File: config.mk
export PLATFORM = sky130hd
export DESIGN_NAME = stopwatch_bcd_flat
export DESIGN_NICKNAME = d
export VERILOG_FILES = /design/src/rtl/stopwatch_bcd_if.sv /design/src/rtl/stopwatch_bcd.sv /design/src/flat_wrapper.sv
export SDC_FILE = /design/constraint.sdc
export NUM_CORES = 1
export LEC_CHECK = 0
export CORE_UTILIZATION = 40
export CTS_CLUSTER_SIZE = 30
export DETAILED_ROUTE_END_ITERATION = 12
export PLACE_DENSITY = 0.71
export SETUP_SLACK_MARGIN = 0.2
export SYNTH_ARGS = -nofsm -noshare
export SYNTH_HDL_FRONTEND = slang
export SYNTH_SLANG_ARGS = --single-unit
File: constraint.sdc
create_clock -name clk -period 2.7 [get_ports clk]
set_input_delay 0.81 -clock clk [delete_from_list [all_inputs] [get_ports clk]]
set_output_delay 0.81 -clock clk [all_outputs]
set_load 0.01 [all_outputs]
File: src/rtl/stopwatch_bcd_if.sv
// Button/tick inputs and BCD display outputs of the MM:SS.CC stopwatch.
interface stopwatch_bcd_if;
    logic       tick;
    logic       start_stop;
    logic       clear;
    logic       lap;
    logic [3:0] cs_lo;
    logic [3:0] cs_hi;
    logic [3:0] s_lo;
    logic [3:0] s_hi;
    logic [3:0] m_lo;
    logic [3:0] m_hi;
    logic       running;
    logic       lap_hold;
    logic       wrap;

    modport master (
        output tick, start_stop, clear, lap,
        input  cs_lo, cs_hi, s_lo, s_hi, m_lo, m_hi, running, lap_hold, wrap
    );

    modport slave (
        input  tick, start_stop, clear, lap,
        output cs_lo, cs_hi, s_lo, s_hi, m_lo, m_hi, running, lap_hold, wrap
    );
endinterface

File: src/rtl/stopwatch_bcd.sv
// BCD stopwatch MM:SS.CC counting 100 Hz ticks under start/stop, clear and lap-freeze control.
module stopwatch_bcd #(
    parameter int MAX_MIN_HI = 5
) (
    input logic            clk,
    input logic            rst,
    stopwatch_bcd_if.slave sw
);
    typedef enum logic [1:0] {IDLE, RUN, STOP} state_t;

    localparam logic [23:0] MAX_CNT = {4'(MAX_MIN_HI), 4'd9, 4'd5, 4'd9, 4'd9, 4'd9};

    state_t      state, state_n;
    logic        armed, ss_q, clr_q, lap_q;
    logic        ss_rise, clr_rise, lap_rise;
    logic        hold, hold_n;
    logic        count_en, wrap_q;
    logic [23:0] live, live_n, snap, snap_n, disp, disp_n;

    function automatic logic [3:0] digit_max(input int idx);
        case (idx)
            3:       return 4'd5;
            5:       return 4'(MAX_MIN_HI);
            default: return 4'd9;
        endcase
    endfunction

    // Ripple carry: a digit advances only when every lower digit is at its max.
    function automatic logic [23:0] bcd_inc(input logic [23:0] d);
        logic [23:0] r;
        logic        carry;
        r     = d;
        carry = 1'b1;
        for (int i = 0; i < 6; i++) begin
            if (carry) begin
                if (d[i*4 +: 4] == digit_max(i)) begin
                    r[i*4 +: 4] = 4'd0;
                end else begin
                    r[i*4 +: 4] = d[i*4 +: 4] + 4'd1;
                    carry       = 1'b0;
                end
            end
        end
        return r;
    endfunction

    // armed masks the first cycle after reset so a button held through release never fires.
    assign ss_rise  = armed & sw.start_stop & ~ss_q;
    assign clr_rise = armed & sw.clear      & ~clr_q;
    assign lap_rise = armed & sw.lap        & ~lap_q;

    always_ff @(posedge clk or posedge rst) begin
        if (rst) begin
            armed <= 1'b0;
            ss_q  <= 1'b0;
            clr_q <= 1'b0;
            lap_q <= 1'b0;
        end else begin
            armed <= 1'b1;
            ss_q  <= sw.start_stop;
            clr_q <= sw.clear;
            lap_q <= sw.lap;
        end
    end

    always_ff @(posedge clk or posedge rst) begin
        if (rst) begin
            state  <= IDLE;
            hold   <= 1'b0;
            live   <= '0;
            snap   <= '0;
            disp   <= '0;
            wrap_q <= 1'b0;
        end else begin
            state  <= state_n;
            hold   <= hold_n;
            live   <= live_n;
            snap   <= snap_n;
            disp   <= disp_n;
            wrap_q <= count_en && (live == MAX_CNT);
        end
    end

    always_comb begin
        state_n = state;
        hold_n  = hold;
        if (clr_rise) begin
            state_n = IDLE;
            hold_n  = 1'b0;
        end else if (ss_rise) begin
            case (state)
                IDLE:    state_n = RUN;
                RUN:     state_n = STOP;
                STOP:    state_n = RUN;
                default: state_n = IDLE;
            endcase
        end else if (lap_rise) begin
            if (state == RUN)       hold_n = ~hold;
            else if (state == STOP) hold_n = 1'b0;
        end
    end

    // A tick counts whenever the cycle starts in RUN, even if this cycle's press stops the watch.
    assign count_en = sw.tick && (state == RUN) && !clr_rise;

    always_comb begin
        live_n = live;
        if (clr_rise)      live_n = '0;
        else if (count_en) live_n = bcd_inc(live);
        snap_n = (hold_n && !hold) ? live_n : snap;
        disp_n = hold_n ? snap_n : live_n;
    end

    assign {sw.m_hi, sw.m_lo, sw.s_hi, sw.s_lo, sw.cs_hi, sw.cs_lo} = disp;
    assign sw.running  = (state == RUN);
    assign sw.lap_hold = hold;
    assign sw.wrap     = wrap_q;
endmodule

File: src/flat_wrapper.sv
// flat-port wrapper written by rule: the top's interface ports become plain ports
module stopwatch_bcd_flat 
#(
    parameter int MAX_MIN_HI = 5
)
  (clk, rst, sw_tick, sw_start_stop, sw_clear, sw_lap, sw_cs_lo, sw_cs_hi, sw_s_lo, sw_s_hi, sw_m_lo, sw_m_hi, sw_running, sw_lap_hold, sw_wrap);
  stopwatch_bcd_if sw_i ();
  input logic clk;
  input logic rst;
  input wire logic [$bits(sw_i.tick)-1:0] sw_tick;
  input wire logic [$bits(sw_i.start_stop)-1:0] sw_start_stop;
  input wire logic [$bits(sw_i.clear)-1:0] sw_clear;
  input wire logic [$bits(sw_i.lap)-1:0] sw_lap;
  output wire logic [$bits(sw_i.cs_lo)-1:0] sw_cs_lo;
  output wire logic [$bits(sw_i.cs_hi)-1:0] sw_cs_hi;
  output wire logic [$bits(sw_i.s_lo)-1:0] sw_s_lo;
  output wire logic [$bits(sw_i.s_hi)-1:0] sw_s_hi;
  output wire logic [$bits(sw_i.m_lo)-1:0] sw_m_lo;
  output wire logic [$bits(sw_i.m_hi)-1:0] sw_m_hi;
  output wire logic [$bits(sw_i.running)-1:0] sw_running;
  output wire logic [$bits(sw_i.lap_hold)-1:0] sw_lap_hold;
  output wire logic [$bits(sw_i.wrap)-1:0] sw_wrap;
  assign sw_i.tick = sw_tick;
  assign sw_i.start_stop = sw_start_stop;
  assign sw_i.clear = sw_clear;
  assign sw_i.lap = sw_lap;
  assign sw_cs_lo = sw_i.cs_lo;
  assign sw_cs_hi = sw_i.cs_hi;
  assign sw_s_lo = sw_i.s_lo;
  assign sw_s_hi = sw_i.s_hi;
  assign sw_m_lo = sw_i.m_lo;
  assign sw_m_hi = sw_i.m_hi;
  assign sw_running = sw_i.running;
  assign sw_lap_hold = sw_i.lap_hold;
  assign sw_wrap = sw_i.wrap;
  stopwatch_bcd #(.MAX_MIN_HI(MAX_MIN_HI)) u_core (.clk(clk), .rst(rst), .sw(sw_i));
endmodule
==> qor.yml <==
outcome:
  status: "complete, no violations"
floorplanning:
  rows: 33
  start_util: 0.419
  coreArea_um2: 8340
  die_area_um2: 9120
  die_h_um: 95.5
  io_pins: 33
  die_x_um: 95.5
power:
  ir_drop_mv: 0.561
  switchingPower_mw: 0.850
  internal_power_mw: 2.28
  pwr-share-comb: 0.194
  p_leak_nw: 1.96
  clockPowerShare: 0.319
  p_per_area_nw_per_um2: 719
  switching_share: 0.272
  pwr-share-seq: 0.487
synth:
  synth_seq_cells: 80
  ys_warn_count: 0
  synthCells: 314
  synth_ff_type: "dfrtp_1"
  synth_area_leader_cell: "dfrtp_1"
  synth_cell_types: 51
  ys_async_sr_fraction: 1.00
  synth_area_leaders: "dfrtp_1 (57%), mux2_2 (7.4%), nor2_1 (3.3%)"
  synthesis.area_um2: 3500
  synth_nets: 320
  avgSynthCellArea_um2: 11.1
  synth-edff-count: 0
  yosysTopAreaCellShare: 0.572
  ys_seq_area_frac: 0.572
sta:
  hold_viol: 0
  skew_ns: 0.0129
  slew_viol_final: 0
  min_period_ns: 2.45
  period_share: 0.908
  setup_ws_ns: 0.247
  rsz0062_at_grt: "true"
  timing.fmax_mhz: 408
  holdWs_ns: 0.481
  finalSetupViolCount: 0
  slew_headroom: 0.617
  worst_pin_slew_ns: 0.570
clocking:
  numCtsBuffers: 9
  cts_buffer_depth: 2
  cts_tree: "done"
  clkSlewWorstSetupHoldPaths_ns: 0.08
  cts.sinks: 80
  htreeDepth: 3
  clkLatencyLatePin_ns: 0.36
  clockRootBuffer: "clkbuf_8"
critical_path:
  ff2ff_path_depth: 5
  path_cells: "clkdlybuf4s50_1 > and3b_1 > buf_4 > or4_1 > nor4_1 > a21oi_1 > o21ai_0"
  reg2reg_slack_ns: 0.51
  reg2reg_to: "u_core.snap[20]"
  cp_slowest_cell: "or4_1"
  slowest_delay_ns: 0.56
  cp_data_required_time_ns: 2.98
  crit_buf_inv: 2
  crit_arrival_ns: 2.73
  worst_setup_path_end_kind: "flip-flop"
  r2r-start: "u_core.live[13]"
  worstSetupPathType: "input pin to flip-flop"
  critPathTopFamily: "simple AND/OR/NAND/NOR gates"
  cp_max_fo: 4
  cp-start-kind: "input pin"
hold_path:
  holdCritStartpoint: "u_core.snap[17]"
  worstHoldPathCells: 2
  hold_path_class: "flip-flop to flip-flop"
  worstHoldEndpoint: "u_core.disp[17]"
layout:
  multi_input_area_um2: 1400
  layout_common_cells: "dfrtp_1 (78), clkdlybuf4s50_1 (31), nor2_1 (30)"
  fillers: 737
  diodes: 0
  drive_gt1_frac: 0.210
  layout_commonest_cell: "dfrtp_1"
  design_area_um2: 4350
  seqCellArea_um2: 2000
  fin_util: 0.521
  final_nets: 372
  area_delta_synth_final_pct: 24.3
drt:
  ant_nets: 0
  drc_errors: 0
  wl_per_cell_um: 14.3
  drtIter0Drc: 142
  viasPerCell: 5.14
  vias: 2447
  wirelength_mm: 6.82
  first_pass_iters: 4
placement:
  dp_hpwl_mm: 4.61
  dpl_cell_area_um2: 4090
  pre_cts_ws_ns: -0.150
  port_buffers: 32
  place.gp.congestion: 0.792
global_routing:
  grt_overflow: 0
  antenna_found_initial: 0
  grt_max_degree: 44
  grt_pass1_wl_mm: 11.7
  grt_pass1_vias: 2512
  globalRouteTotalUtil: 0.172
flow_run:
  maxCapViolCount: 0
[power groups by stage]
| stage | Clock, mW | Combinational [mW] | Sequential, mW |
|---|---|---|---|
| floorplan | 0 | 0.358 | 1.53 |
| global placement | 0 | 0.594 | 1.53 |
| detailed placement | 0 | 0.604 | 1.54 |
| CTS | 1.03 | 0.616 | 1.52 |
| global route | 1.07 | 0.672 | 1.55 |
| finish | 0.999 | 0.606 | 1.52 |
[state kept, by name (all words and copies together) (netlist names)]
register / flops
u_core.disp: 24
u_core.sw.lap_hold: 1
u_core.sw.wrap: 1
u_core.state: 2
u_core.snap: 24
u_core.live: 24
u_core.armed: 1
u_core.ss_q: 1
u_core.clr_q: 1
u_core.lap_q: 1
[stage by stage]
step | TNS, ns | total power [mW] | instances
3_5_place_dp | -1.23 | 2.15 | 460
3_3_place_gp | -0.764 | 2.13 | 460
6_report | 0 | 3.13 | 476
4_1_cts | 0 | 3.16 | 476
2_1_floorplan | 0 | 1.89 | 314
5_1_grt | 0 | 3.29 | 476
[routing by layer]
layer	vias up	GRT usage	routed length, µm	part of all wire
met5	-	0	0	0
li1	1197	-	-	-
met2	44	0.286	3190	0.47
met3	12	0.0622	276	0.040
met1	1194	0.211	3240	0.48
met4	0	0.0460	108	0.016
[kinds of logic after synthesis]
| group | share of synthesized area |
|---|---|
| other | 0.00107 |
| AOI/OAI and AO/OA | 0.0919 |
| buffers and inverters | 0.0354 |
| muxes | 0.0855 |
| and+or+nand+nor | 0.186 |
| DFF | 0.572 |
| xor gates and xnor gates | 0.0275 |
[area by class of cell]
cell class,instances,share of cell area
clock buffers,12,0.0357
well taps,105,0.0302
inverters,11,0.0104
flip-flops and latches,80,0.461
clock inverters,4,0.0175
repair buffers,57,0.123
multi-input cells,207,0.322
[what timing repair did]
action	4_1_cts	5_1_grt
endpoints found under the setup margin	1	12
buffers inserted	0	0
hold buffers	0	0
resized for setup	1	6
endpoints found under the hold margin	0	0
[how the worst max path moves through the flow]
stage | start | end | slack (ns) | cells past startpoint
floorplan | sw_clear | u_core.snap[20] | 0.30 | 7
global route | sw_clear | u_core.disp[9] | 0.17 | 7
CTS | sw_tick | u_core.disp[9] | 0.22 | 7
global placement | sw_tick | u_core.snap[21] | -0.11 | 7
finish | sw_clear | u_core.disp[22] | 0.25 | 7
detailed placement | sw_tick | u_core.snap[21] | -0.15 | 7
[Yosys cell counts, types with 6 or more instances]
cell type,count
dfrtp_1,80
nor2_1,31
mux2_2,23
nand2_1,23
a21oi_1,19
o21ai_0,19
inv_1,11
clkbuf_1,7
nand2b_1,7
xor2_1,6
[worst min-delay path: cells and delay by family, from the launching register on]
kind,cells,cell delay [ns]
flops,1,0.35
compound gates,1,0.06
simple gates,1,0.04
(Power assumes the default switching activity.)
